$ cat config.mk
export PLATFORM = sky130hd
export DESIGN_NAME = jk_bank_driver
export DESIGN_NICKNAME = d
export VERILOG_FILES = /design/src/rtl/jk_bank_driver.sv
export SDC_FILE = /design/constraint.sdc
export NUM_CORES = 1
export LEC_CHECK = 0
export ABC_CLOCK_PERIOD_IN_PS = 4000
export CORE_ASPECT_RATIO = 1.1
export CORE_MARGIN = 3
export CORE_UTILIZATION = 39
export DETAILED_ROUTE_END_ITERATION = 6
export GPL_TIMING_DRIVEN = 0
export PLACE_DENSITY = 0.66
export SYNTH_ARGS = -nofsm -noshare
export SYNTH_HDL_FRONTEND = slang
export SYNTH_SLANG_ARGS = --single-unit
$ cat constraint.sdc
create_clock -name clk -period 4 [get_ports clk]
set_clock_uncertainty 0.1 [all_clocks]
set_input_delay 0.8 -clock clk [delete_from_list [all_inputs] [get_ports clk]]
set_output_delay 0.8 -clock clk [all_outputs]
set_load 0.01 [all_outputs]
$ cat src/rtl/jk_bank_driver.sv
// jk_bank_driver: drives J/K onto a negedge JK flip-flop bank until it matches a target word.
// Verifies the bank after each drive, retries up to MAX_RETRY times, then pulses done or err.
module jk_bank_driver #(
  parameter int WIDTH = 8,
  parameter int MAX_RETRY = 3,
  parameter int USE_TOGGLE = 0,
  localparam int RW = (MAX_RETRY > 0) ? $clog2(MAX_RETRY + 1) : 1
) (
  input  logic             clk,
  input  logic             clear,
  input  logic             tgt_valid,
  input  logic [WIDTH-1:0] tgt_data,
  output logic             tgt_ready,
  input  logic [WIDTH-1:0] q_in,
  output logic [WIDTH-1:0] j,
  output logic [WIDTH-1:0] k,
  output logic             busy,
  output logic             done,
  output logic             err,
  output logic [WIDTH-1:0] err_mask,
  output logic [RW-1:0]    retry_cnt
);
  typedef enum logic [2:0] {IDLE, DRIVE, CHECK, DONE, ERR} state_e;
  localparam logic [RW-1:0] MAX_R = RW'(MAX_RETRY);
  state_e state_q, state_d;
  logic [WIDTH-1:0] tgt_q, tgt_d, j_q, j_d, k_q, k_d, em_q, em_d, drv_tgt, diff;
  logic [RW-1:0] retry_q, retry_d;
  logic busy_q, busy_d, done_q, done_d, err_q, err_d, accept;
  always_ff @(posedge clk or negedge clear) begin
    if (!clear) begin
      state_q <= IDLE;
      tgt_q   <= '0;
      j_q     <= '0;
      k_q     <= '0;
      em_q    <= '0;
      retry_q <= '0;
      busy_q  <= 1'b0;
      done_q  <= 1'b0;
      err_q   <= 1'b0;
    end else begin
      state_q <= state_d;
      tgt_q   <= tgt_d;
      j_q     <= j_d;
      k_q     <= k_d;
      em_q    <= em_d;
      retry_q <= retry_d;
      busy_q  <= busy_d;
      done_q  <= done_d;
      err_q   <= err_d;
    end
  end
  always_comb begin
    state_d = IDLE;
    unique case (state_q)
      IDLE:    state_d = tgt_valid ? DRIVE : IDLE;
      DRIVE:   state_d = CHECK;
      CHECK:   state_d = (q_in == tgt_q) ? DONE : (retry_q == MAX_R) ? ERR : DRIVE;
      default: state_d = IDLE;
    endcase
  end
  // J/K are registered on the edge entering DRIVE, so the difference uses the target about to be driven
  always_comb begin
    accept  = (state_q == IDLE) && tgt_valid;
    drv_tgt = (state_q == IDLE) ? tgt_data : tgt_q;
    diff    = drv_tgt ^ q_in;
    tgt_d   = accept ? tgt_data : tgt_q;
    j_d     = (state_d == DRIVE) ? ((USE_TOGGLE != 0) ? diff : diff & drv_tgt) : '0;
    k_d     = (state_d == DRIVE) ? ((USE_TOGGLE != 0) ? diff : diff & ~drv_tgt) : '0;
    busy_d  = (state_d == DRIVE) || (state_d == CHECK);
    done_d  = state_d == DONE;
    err_d   = state_d == ERR;
    retry_d = accept ? '0 : ((state_q == CHECK) && (state_d == DRIVE)) ? retry_q + RW'(1) : retry_q;
    em_d    = accept ? '0 : (state_d == ERR) ? tgt_q ^ q_in : em_q;
  end
  assign tgt_ready = state_q == IDLE;
  assign j         = j_q;
  assign k         = k_q;
  assign busy      = busy_q;
  assign done      = done_q;
  assign err       = err_q;
  assign err_mask  = em_q;
  assign retry_cnt = retry_q;
endmodule

==> flow_metrics.env <==
export IMPL_switchingPower_uw=593
export IMPL_wl_per_cell_um=15.8
export IMPL_synth_top_area_share_pct=52.9
export IMPL_cp_arrival_ps=1730
export IMPL_final_cells=266
export IMPL_p_clk_share_pct=16.9
export IMPL_hold_violations=0
export IMPL_nets=231
export IMPL_port_buffers=48
export IMPL_intPower_mw=1.03
export IMPL_fp_dieW_um=72.4
export IMPL_max_freq_mhz=380
export IMPL_avgViaCountPerCell=4.97
export IMPL_synth_cell_types=29
export IMPL_start_kind="flip-flop"
export IMPL_postCtsResizedCells=0
export IMPL_initial_core_util_pct=42.3
export IMPL_critPathMaxFanout=10
export IMPL_cts_setup_buffers=0
export IMPL_core_sq_um=4470
export IMPL_holdWs_ps=420
export IMPL_synth_avg_cell_area_sq_um=12.1
export IMPL_grt_use_total_pct=16.5
export IMPL_wirelength_um=4210
export IMPL_dp_cells=258
export IMPL_design_area_sq_um=2530
export IMPL_synth_area_leaders="dfrtp_1 53%, mux2i_1 9.5%, nand2_1 7.1%"
export IMPL_yosys_warnings=0
export IMPL_clkSinkCount=40
export IMPL_fp_dieArea_sq_um=5730
export IMPL_slew_viol_final=0
export IMPL_status="completed"
export IMPL_end_kind="output port"
export IMPL_grt_pass1_wl_um=7270
export IMPL_diodes=0
export IMPL_relSlewSlack_pct=41.7
export IMPL_period_share_pct=65.8
export IMPL_die_y_um=79.1
export IMPL_final_common_cell="clkdlybuf4s50_1"
export IMPL_io_pin_count=49
export IMPL_postCtsHoldBufs=0
export IMPL_rsz0062_at_grt="no"
export IMPL_antenna_found_initial=0
export IMPL_worst_slew_pin_slew_ps=875
export IMPL_cts_max_level=2
export IMPL_critPathKind="flip-flop to output port"
export IMPL_num_vias=1323
export IMPL_slowest_delay_ps=560
export IMPL_synth_top_area_cell="dfrtp_1"
export IMPL_ys_ff_latch=40
export IMPL_fin_crit_ps=2630
export IMPL_syn_nets=176
export IMPL_vdd_drop_max_mv=0.295
export IMPL_power_frac_comb_pct=45.9
export IMPL_reg2reg_slack_ps=2180
export IMPL_yosysSeqAreaShare_pct=52.9
export IMPL_hp_class="flip-flop to flip-flop"
export IMPL_clk_path_buf_depth=2
export IMPL_rows=25
export IMPL_netlist_instances=156
export IMPL_drcViolationCount=0
export IMPL_grt_max_degree=41
export IMPL_clock_latency_ps=280
export IMPL_p_seq_share_pct=37.2
export IMPL_clkSlewWorstSetupHoldPaths_ps=70
export IMPL_root_buffer="clkbuf_8"
export IMPL_tritoncts="yes"
export IMPL_switching_share_pct=36.5
export IMPL_finalSetupViolCount=0
export IMPL_gp_congestion=0.775
export IMPL_cp_required_ps=3100
export IMPL_grt_pass1_vias=1462
export IMPL_hpwl_um=3080
export IMPL_worstPathCellList="nor3_2 -> buf_6 -> clkdlybuf4s50_1"
export IMPL_dr_pass1_iters=4
export IMPL_overflow=0
export IMPL_leakagePower_nw=1.16
export IMPL_drtIter0Drc=89
export IMPL_tns_ps=0
export IMPL_synthToLayoutAreaGrowth_pct=33.4
export IMPL_finalPower_mw=1.62
export IMPL_maxCapViolCount=0
export IMPL_placed_cell_area_sq_um=2440
export IMPL_synthesis_area_sq_um=1890
export IMPL_final_cell_mix="47 x clkdlybuf4s50_1, 40 x dfrtp_1, 36 x nand2_1"
export IMPL_powerDensity_nw_per_um2=643
export IMPL_cts_buffers=5
export IMPL_ant_nets=0
export IMPL_cp_slowest_cell="clkdlybuf4s50_1"
export IMPL_drive_gt1_share_pct=19.8
-- flip-flops by register name (all words and copies together), names as in the netlist --
name,flops
tgt_q,8
state_q,3
err_mask,8
retry_cnt,2
done,1
k,8
err,1
j,8
busy,1
-- synthesized netlist by cell type --
cell type,count
buf_12,2
or3b_4,1
a2bb2oi_1,1
xnor2_1,8
ha_1,1
nor4_2,8
nand3_1,8
nand2_2,1
nand2_1,36
nor2_1,3
clkinv_16,1
a21boi_2,1
buf_2,1
or4b_1,1
a21o_4,1
nand2_4,1
and4_4,2
nor2_8,1
and2_4,1
nor3b_4,1
inv_1,2
mux2i_1,18
or2_0,1
nor2_2,9
a21oi_1,1
dfrtp_1,40
nor3_2,1
buf_6,3
o21ai_0,1
-- worst paths after layout --
path,start,end,depth (start not counted)
max,state_q[0],tgt_ready,3
min,retry_cnt[0],retry_cnt[0],1
max reg2reg,tgt_q[7],j[0],6
min reg2reg,retry_cnt[0],retry_cnt[0],1
max in group asynchronous,clear,state_q[0],1
min in group asynchronous,clear,k[0],1
-- through the flow --
stage,setup slack (ps),utilization [%]
2_1_floorplan,2040,-
3_3_place_gp,1100,54.6
3_5_place_dp,1250,54.5
4_1_cts,1350,56.5
5_1_grt,1280,56.5
6_report,1370,56.5
-- cells by family (layout without fill, tap and decap cells) --
kind of cell	after synthesis	in the layout	share of synthesized area (%)
compound gates	5	5	2.38
simple gates	75	75	24.7
xor+xnor	8	8	3.70
fa+ha+maj	1	1	0.661
mux	18	18	9.52
flops	40	40	52.9
buf+inv	9	65	6.15
-- metal layers --
layer | up-vias | global-route usage (%) | wire [um] | share of wire [%]
met5 | - | 0 | 0 | 0
met4 | 0 | 5.90 | 46 | 1.1
met3 | 4 | 3.04 | 140 | 3.3
met2 | 42 | 28.3 | 2250 | 53
met1 | 643 | 20.7 | 1770 | 42
li1 | 634 | - | - | -
-- power groups by stage --
stage	combinational, mW	sequential, mW	clock, mW
after floorplan	0.426	0.638	0
after global placement	0.733	0.605	0
after detailed placement	0.751	0.613	0
after CTS	0.753	0.605	0.280
after global routing	0.817	0.620	0.300
final	0.744	0.605	0.274
-- worst max-delay path: cells and delay by family, from the launching register on --
kind                   cells  cell delay [ps]
buffers and inverters      2              760
flip-flops                 1              470
AND/OR/NAND/NOR            1              220
-- layout make-up --
cell class | instances | area [sq um]
Timing Repair Buffer | 48 | 475
Multi-Input combinational cell | 107 | 776
Clock buffer | 8 | 90.1
Fill cell | 381 | 1950
Buffer | 6 | 78.8
Sequential cell | 40 | 1000
Inverter | 3 | 37.5
Tap cell | 54 | 67.6
No activity file was read; power rests on OpenSTA's default activity.
